**src/rtl/npc_pkg.sv**
```systemverilog
// Shared types and constants for the npc instruction fetch path.
// No logic is held here; the package is pure declarations.
// No flow control; importers decide how these types move.
package npc_pkg;

  localparam int XLEN = 32;
  localparam int ILEN = 32;

  localparam logic [XLEN-1:0] RESET_PC_DEFAULT = 32'h8000_0000;
  localparam logic [XLEN-1:0] PC_STEP          = 32'd4;

  typedef enum logic [1:0] {
    IDLE  = 2'd0,
    FETCH = 2'd1,
    FLUSH = 2'd2
  } ifu_state_e;

  // One buffered fetch: the instruction word tagged with its pc.
  typedef struct packed {
    logic [XLEN-1:0] pc;
    logic [ILEN-1:0] inst;
  } fetch_entry_t;

  // Fetch addresses are always word aligned.
  function automatic logic [XLEN-1:0] word_align(input logic [XLEN-1:0] addr);
    return addr & ~XLEN'(3);
  endfunction

endpackage

```
**src/rtl/npc_sync_fifo.sv**
```systemverilog
// Generic synchronous FIFO with a synchronous flush and a count output.
// Latency: a push is visible at the head on the cycle after the push edge.
// Backpressure: none internally; the producer must never push when full.
//
// Ports:
//   clk, rst              clock, asynchronous active-low reset
//   flush                 empties the FIFO (wins over push and pop)
//   push, push_dat        write one entry
//   pop                   drop the head entry (ignored when empty)
//   head_vld, head_dat    head entry, driven straight from storage flops
//   count                 number of entries held
module npc_sync_fifo #(
  parameter  int WIDTH = 64,
  parameter  int DEPTH = 2,
  localparam int AW    = $clog2(DEPTH),
  localparam int CW    = AW + 1
) (
  input  logic             clk,
  input  logic             rst,
  input  logic             flush,
  input  logic             push,
  input  logic [WIDTH-1:0] push_dat,
  input  logic             pop,
  output logic             head_vld,
  output logic [WIDTH-1:0] head_dat,
  output logic [CW-1:0]    count
);

  logic [WIDTH-1:0] mem [DEPTH];
  logic [AW-1:0]    wr_ptr;
  logic [AW-1:0]    rd_ptr;
  logic [CW-1:0]    cnt;
  logic             do_pop;

  assign do_pop   = pop && (cnt != '0);
  assign head_vld = (cnt != '0);
  assign head_dat = mem[rd_ptr];
  assign count    = cnt;

  // DEPTH is a power of two, so the pointers wrap on their own.
  always_ff @(posedge clk or negedge rst) begin
    if (!rst) begin
      wr_ptr <= '0;
      rd_ptr <= '0;
      cnt    <= '0;
      for (int i = 0; i < DEPTH; i++) begin
        mem[i] <= '0;
      end
    end else if (flush) begin
      wr_ptr <= '0;
      rd_ptr <= '0;
      cnt    <= '0;
    end else begin
      if (push) begin
        mem[wr_ptr] <= push_dat;
        wr_ptr      <= wr_ptr + AW'(1);
      end
      if (do_pop) begin
        rd_ptr <= rd_ptr + AW'(1);
      end
      cnt <= cnt + CW'(push) - CW'(do_pop);
    end
  end

endmodule

```
**src/rtl/npc_ifu.sv**
```systemverilog
// Instruction fetch unit feeding the npc core with {inst, inst_pc}.
// Latency: response in cycle N+k for a request accepted in cycle N appears at inst in N+k+1.
// Backpressure: requests stop once in-flight plus buffered fetches reach DEPTH credits.
//
// Optional build macro IFU_PERF_CNT_EN enables the perf counters; otherwise they read 0.
//
// Ports:
//   clk, rst                                   clock, asynchronous active-low reset
//   imem_req_valid/ready/addr                  word fetch request channel
//   imem_rsp_valid/data                        in-order fetch responses, always accepted
//   inst_valid/ready, inst, inst_pc            buffered instruction toward the core
//   redirect_valid, redirect_pc                one-cycle pulse restarting fetch
//   perf_fetch_cnt, perf_stall_cnt             delivered-instruction and empty-buffer counters
module npc_ifu
  import npc_pkg::*;
#(
  parameter logic [XLEN-1:0] RESET_PC = RESET_PC_DEFAULT,
  parameter int              DEPTH    = 2
) (
  input  logic            clk,
  input  logic            rst,
  output logic            imem_req_valid,
  input  logic            imem_req_ready,
  output logic [XLEN-1:0] imem_req_addr,
  input  logic            imem_rsp_valid,
  input  logic [ILEN-1:0] imem_rsp_data,
  output logic            inst_valid,
  input  logic            inst_ready,
  output logic [ILEN-1:0] inst,
  output logic [XLEN-1:0] inst_pc,
  input  logic            redirect_valid,
  input  logic [XLEN-1:0] redirect_pc,
  output logic [31:0]     perf_fetch_cnt,
  output logic [31:0]     perf_stall_cnt
);

  localparam int CW = $clog2(DEPTH) + 1;

  ifu_state_e      state;
  logic [XLEN-1:0] fetch_pc;
  // pc of the next response that will be kept; responses return in order and
  // requests are sequential from the last redirect, so a counter suffices.
  logic [XLEN-1:0] rsp_pc;
  logic [CW-1:0]   inflight;
  logic [CW-1:0]   drop;
  logic [CW-1:0]   fifo_count;

  logic [CW:0]     credit_used;
  logic            req_fire;
  logic            rsp_keep;
  logic            pop;
  logic [CW-1:0]   inflight_nxt;
  logic [CW-1:0]   drop_nxt;
  logic [XLEN-1:0] redirect_tgt;

  fetch_entry_t    push_entry;
  fetch_entry_t    head_entry;

  // Credits cover both outstanding requests and buffered words, so a response
  // always finds a free FIFO slot.
  assign credit_used    = {1'b0, inflight} + {1'b0, fifo_count};
  assign imem_req_valid = (state != IDLE) && (credit_used < (CW+1)'(DEPTH));
  assign imem_req_addr  = fetch_pc;

  assign req_fire     = imem_req_valid && imem_req_ready;
  assign pop          = inst_valid && inst_ready;
  assign redirect_tgt = word_align(redirect_pc);

  // A response in the redirect cycle is stale by definition and still retires a credit.
  assign inflight_nxt = inflight + CW'(req_fire) - CW'(imem_rsp_valid);
  assign rsp_keep     = imem_rsp_valid && !redirect_valid && (drop == '0);

  always_comb begin
    drop_nxt = drop;
    if (imem_rsp_valid && (drop != '0)) begin
      drop_nxt = drop - CW'(1);
    end
  end

  always_ff @(posedge clk or negedge rst) begin
    if (!rst) begin
      state    <= IDLE;
      fetch_pc <= RESET_PC;
      rsp_pc   <= RESET_PC;
      inflight <= '0;
      drop     <= '0;
    end else begin
      inflight <= inflight_nxt;
      if (redirect_valid) begin
        // Every request still outstanding after this edge belongs to the old stream.
        fetch_pc <= redirect_tgt;
        rsp_pc   <= redirect_tgt;
        drop     <= inflight_nxt;
        state    <= (inflight_nxt != '0) ? FLUSH : FETCH;
      end else begin
        if (req_fire) begin
          fetch_pc <= fetch_pc + PC_STEP;
        end
        if (rsp_keep) begin
          rsp_pc <= rsp_pc + PC_STEP;
        end
        drop <= drop_nxt;
        case (state)
          IDLE:    state <= FETCH;
          FETCH:   state <= FETCH;
          FLUSH:   state <= (drop_nxt == '0) ? FETCH : FLUSH;
          default: state <= IDLE;
        endcase
      end
    end
  end

  assign push_entry = '{pc: rsp_pc, inst: imem_rsp_data};

  npc_sync_fifo #(
    .WIDTH ($bits(fetch_entry_t)),
    .DEPTH (DEPTH)
  ) u_fifo (
    .clk      (clk),
    .rst      (rst),
    .flush    (redirect_valid),
    .push     (rsp_keep),
    .push_dat (push_entry),
    .pop      (pop),
    .head_vld (inst_valid),
    .head_dat (head_entry),
    .count    (fifo_count)
  );

  assign inst    = head_entry.inst;
  assign inst_pc = head_entry.pc;

`ifdef IFU_PERF_CNT_EN
  logic [31:0] fetch_cnt;
  logic [31:0] stall_cnt;

  always_ff @(posedge clk or negedge rst) begin
    if (!rst) begin
      fetch_cnt <= '0;
      stall_cnt <= '0;
    end else begin
      if (pop) begin
        fetch_cnt <= fetch_cnt + 32'd1;
      end
      if ((state != IDLE) && !inst_valid) begin
        stall_cnt <= stall_cnt + 32'd1;
      end
    end
  end

  assign perf_fetch_cnt = fetch_cnt;
  assign perf_stall_cnt = stall_cnt;
`else
  assign perf_fetch_cnt = '0;
  assign perf_stall_cnt = '0;
`endif

endmodule

```
**config.mk**
```make
export PLATFORM = sky130hd
export DESIGN_NAME = npc_ifu
export DESIGN_NICKNAME = d
export VERILOG_FILES = /design/src/rtl/npc_pkg.sv /design/src/rtl/npc_sync_fifo.sv /design/src/rtl/npc_ifu.sv
export SDC_FILE = /design/constraint.sdc
export NUM_CORES = 1
export LEC_CHECK = 0
export BUFFER_PORTS_ARGS = -buffer_cell sky130_fd_sc_hd__clkbuf_2
export CORE_AREA = 2 2 147 134
export CTS_CLUSTER_DIAMETER = 120
export CTS_CLUSTER_SIZE = 16
export DETAILED_ROUTE_END_ITERATION = 10
export DIE_AREA = 0 0 149 136
export GPL_ROUTABILITY_DRIVEN = 0
export PLACE_DENSITY = 0.82
export SETUP_SLACK_MARGIN = 0.4
export SYNTH_ARGS = -nofsm -noshare
export SYNTH_HDL_FRONTEND = slang
export SYNTH_HIERARCHICAL = 1
export SYNTH_SLANG_ARGS = --single-unit
export TNS_END_PERCENT = 30
```
**constraint.sdc**
```tcl
create_clock -name clk -period 6.1 [get_ports clk]
set_clock_uncertainty 0.2 [all_clocks]
set_input_delay 0.305 -clock clk [delete_from_list [all_inputs] [get_ports clk]]
set_output_delay 0.305 -clock clk [all_outputs]
set_load 0.1 [all_outputs]
```
==> flow_metrics.tcl <==
set metrics [dict create \
    routed_wl_mm 21.8 \
    p_clk_frac 0.179 \
    area_delta_synth_final_pct 18.3 \
    clkTransAtPathRegs_ns 0.07 \
    fmax_ghz 0.311 \
    synth_cell_types 49 \
    relSlewSlack 0.199 \
    grt.overflow.total 0 \
    core_area_sq_um 18900 \
    place_area_sq_um 11000 \
    num_vias 6556 \
    final_core_util 0.647 \
    critPathArrivalTime_ns 3.34 \
    dp_hpwl_mm 14.1 \
    internal_power_mw 3.21 \
    hold_viol 0 \
    p_seq_frac 0.306 \
    holdWs_ns 0.0202 \
    layout-drive-gt1-share 0.436 \
    root_buffer "clkbuf_16" \
    finalSetupViolations 0 \
    cts_max_path_buffers 2 \
    p_sw_mw 3.31 \
    h-tree-depth 4 \
    syn_avg_cell_area_sq_um 13.0 \
    ios 232 \
    routedWlPerCell_um 17.1 \
    synth_top_cell_by_area "dfrtp_1" \
    hp-class "primary input to flip-flop" \
    synth_edf_count 0 \
    worstPathRequired_ns 6.23 \
    postRouteAntennaNets 0 \
    worst_slack_ns 2.89 \
    antenna_found_initial 0 \
    cp-end-kind "flip-flop" \
    timing.rr.start "u_fifo/count[0]" \
    fin_nets 1089 \
    syn_inst 793 \
    grt_pass1_wl_mm 34.4 \
    post-route-period-util 0.527 \
    postCtsSetupBuffers 0 \
    pre_cts_slack_ns 2.91 \
    power.leakage_nw 5.78 \
    dp.cells 1181 \
    crit_fanout 4 \
    start_util 0.547 \
    cts_tree "done" \
    grt_pass1_vias 6681 \
    endpoint "state[1]" \
    yosys-top-cells-count "dfrtp_1 (196), mux2_2 (168), buf_4 (66)" \
    worst_pin_slew_ns 1.19 \
    grt_usage 0.216 \
    crit_type "flip-flop to flip-flop" \
    synth_top_area_share 0.476 \
    dr.pass1.iters 4 \
    outcome "complete, no violations" \
    synth_area_leaders "dfrtp_1 (48%), mux2_2 (18%), mux2_4 (8.7%), buf_4 (4.8%), xnor2_1 (3.0%)" \
    p_per_area_nw_per_um2 535 \
    start_kind "flip-flop" \
    cts_sinks 198 \
    clk_latency_ns 0.43 \
    first_iter_violations 338 \
    r2r_slack_ns 2.89 \
    timing.setup.tns_ns 0 \
    rsz0062_at_grt "no" \
    async_flop_share 1.00 \
    yosysSeqAreaShare 0.481 \
    drc_errors 0 \
    comb_power_share 0.516 \
    dieArea_sq_um 20300 \
    synth.most_common_cell "dfrtp_1" \
    syn-cell-area_sq_um 10300 \
    holdPathStages 3 \
    synth_seq_cells 198 \
    worstSetupStartpoint "u_fifo/count[0]" \
    synth_top_flop_cell "dfrtp_1" \
    yosysWarnings 6 \
    die_width_um 149 \
    fin_crit_ns 3.21 \
    worst_r2r_path_depth 12 \
    ir_worst_vdd_uv 353 \
    power.total_mw 6.52 \
    fp-row-count 48 \
    drv_cap 0 \
    port_buffers 163 \
    grt_max_degree 97 \
    diodes 0 \
    viasPerCell 5.15 \
    slew_violations 0 \
    r2r_end "state[1]" \
    layout.cells.non_filler 1274 \
    dieHeight_um 136 \
    design_area_sq_um 12200 \
    swShare 0.508 \
    cts_buffers 17 \
]
==> logic make-up (layout without fill, tap and decap cells) <==
family | count (synthesis) | in the layout | share of synthesized area
and+or+nand+nor | 149 | 149 | 0.0807
buffers and inverters | 112 | 274 | 0.0812
xor gates and xnor gates | 57 | 57 | 0.0498
adders and majority gates | 8 | 8 | 0.0104
AOI/OAI and AO/OA | 33 | 33 | 0.0184
muxes | 235 | 235 | 0.278
other | 1 | 70 | 0.000364
DFF | 198 | 198 | 0.481
==> power groups by stage <==
stage | clock network [mW] | registers [mW] | logic (mW)
after detailed placement | 0 | 2.00 | 3.33
after global routing | 1.25 | 2.05 | 3.49
after global placement | 0 | 1.98 | 3.30
final | 1.16 | 1.99 | 3.36
after floorplan | 0 | 2.11 | 2.77
after CTS | 1.19 | 1.99 | 3.37
==> worst max-delay path, stage by stage (launching register included) <==
cell     delay, ns
dfrtp_1       0.41
and2_1        0.16
fa_1          0.43
nor2_1        0.25
and2_1        0.25
nand2_1       0.14
ha_1          0.29
inv_1         0.04
ha_1          0.17
xnor2_1       0.13
xnor2_1       0.16
o21ai_0       0.21
a21bo_2       0.25
==> timing repair <==
action | 4_1_cts | 5_1_grt
hold buffers | 61 | 0
gates resized for setup | 0 | 0
endpoints found under the hold margin | 212 | 0
endpoints found under the setup margin | 0 | 0
==> worst min path at each step <==
stage	startpoint	to	slack, ns
floorplan	rst	drop[0]	-0.19
global placement	rst	u_fifo/mem[25]	0.23
detailed placement	rst	u_fifo/mem[25]	0.22
CTS	redirect_pc[31]	imem_req_addr[31]	0.005
global route	redirect_pc[31]	imem_req_addr[31]	0.03
finish	redirect_pc[31]	imem_req_addr[31]	0.02
==> cell usage in the layout, fill, tap and decap left out, types with 7 or more instances in the layout <==
| master | count |
|---|---|
| a21oi_1 | 13 |
| a31oi_1 | 7 |
| buf_4 | 7 |
| clkbuf_16 | 17 |
| clkbuf_2 | 162 |
| conb_1 | 70 |
| dfrtp_1 | 195 |
| dlygate4sd3_1 | 61 |
| ha_1 | 7 |
| inv_1 | 10 |
| mux2_2 | 168 |
| mux2_4 | 60 |
| nand2_1 | 22 |
| nand3_1 | 31 |
| nand4_1 | 21 |
| nor2_1 | 26 |
| nor3_1 | 8 |
| o21ai_0 | 8 |
| xnor2_1 | 35 |
| xor2_1 | 21 |
==> flip-flops by register name, summed over array words and instances (netlist names) <==
signal         cells
u_fifo/wr_ptr      1
rsp_pc            30
inflight           2
state              2
u_fifo/rd_ptr      1
imem_req_addr     30
drop               2
u_fifo/count       2
u_fifo/mem       128
==> layer usage <==
layer  GRT usage  share of wire  up-vias
li1            -              -     3090
met3      0.0661          0.065       19
met1       0.277           0.44     3258
met4      0.0545          0.011        0
met2       0.359           0.49      189
met5           0              0        -
==> layout make-up <==
class | instances | area, sq um
timing repair buffer | 231 | 1490
clock buffer | 19 | 443
inverter | 11 | 41.3
sequential | 198 | 4960
multi-input combinational | 552 | 4780
fill | 1454 | 6660
clock inverter | 13 | 170
tap | 250 | 313
Note: power is estimated with default switching activity, not from simulation.
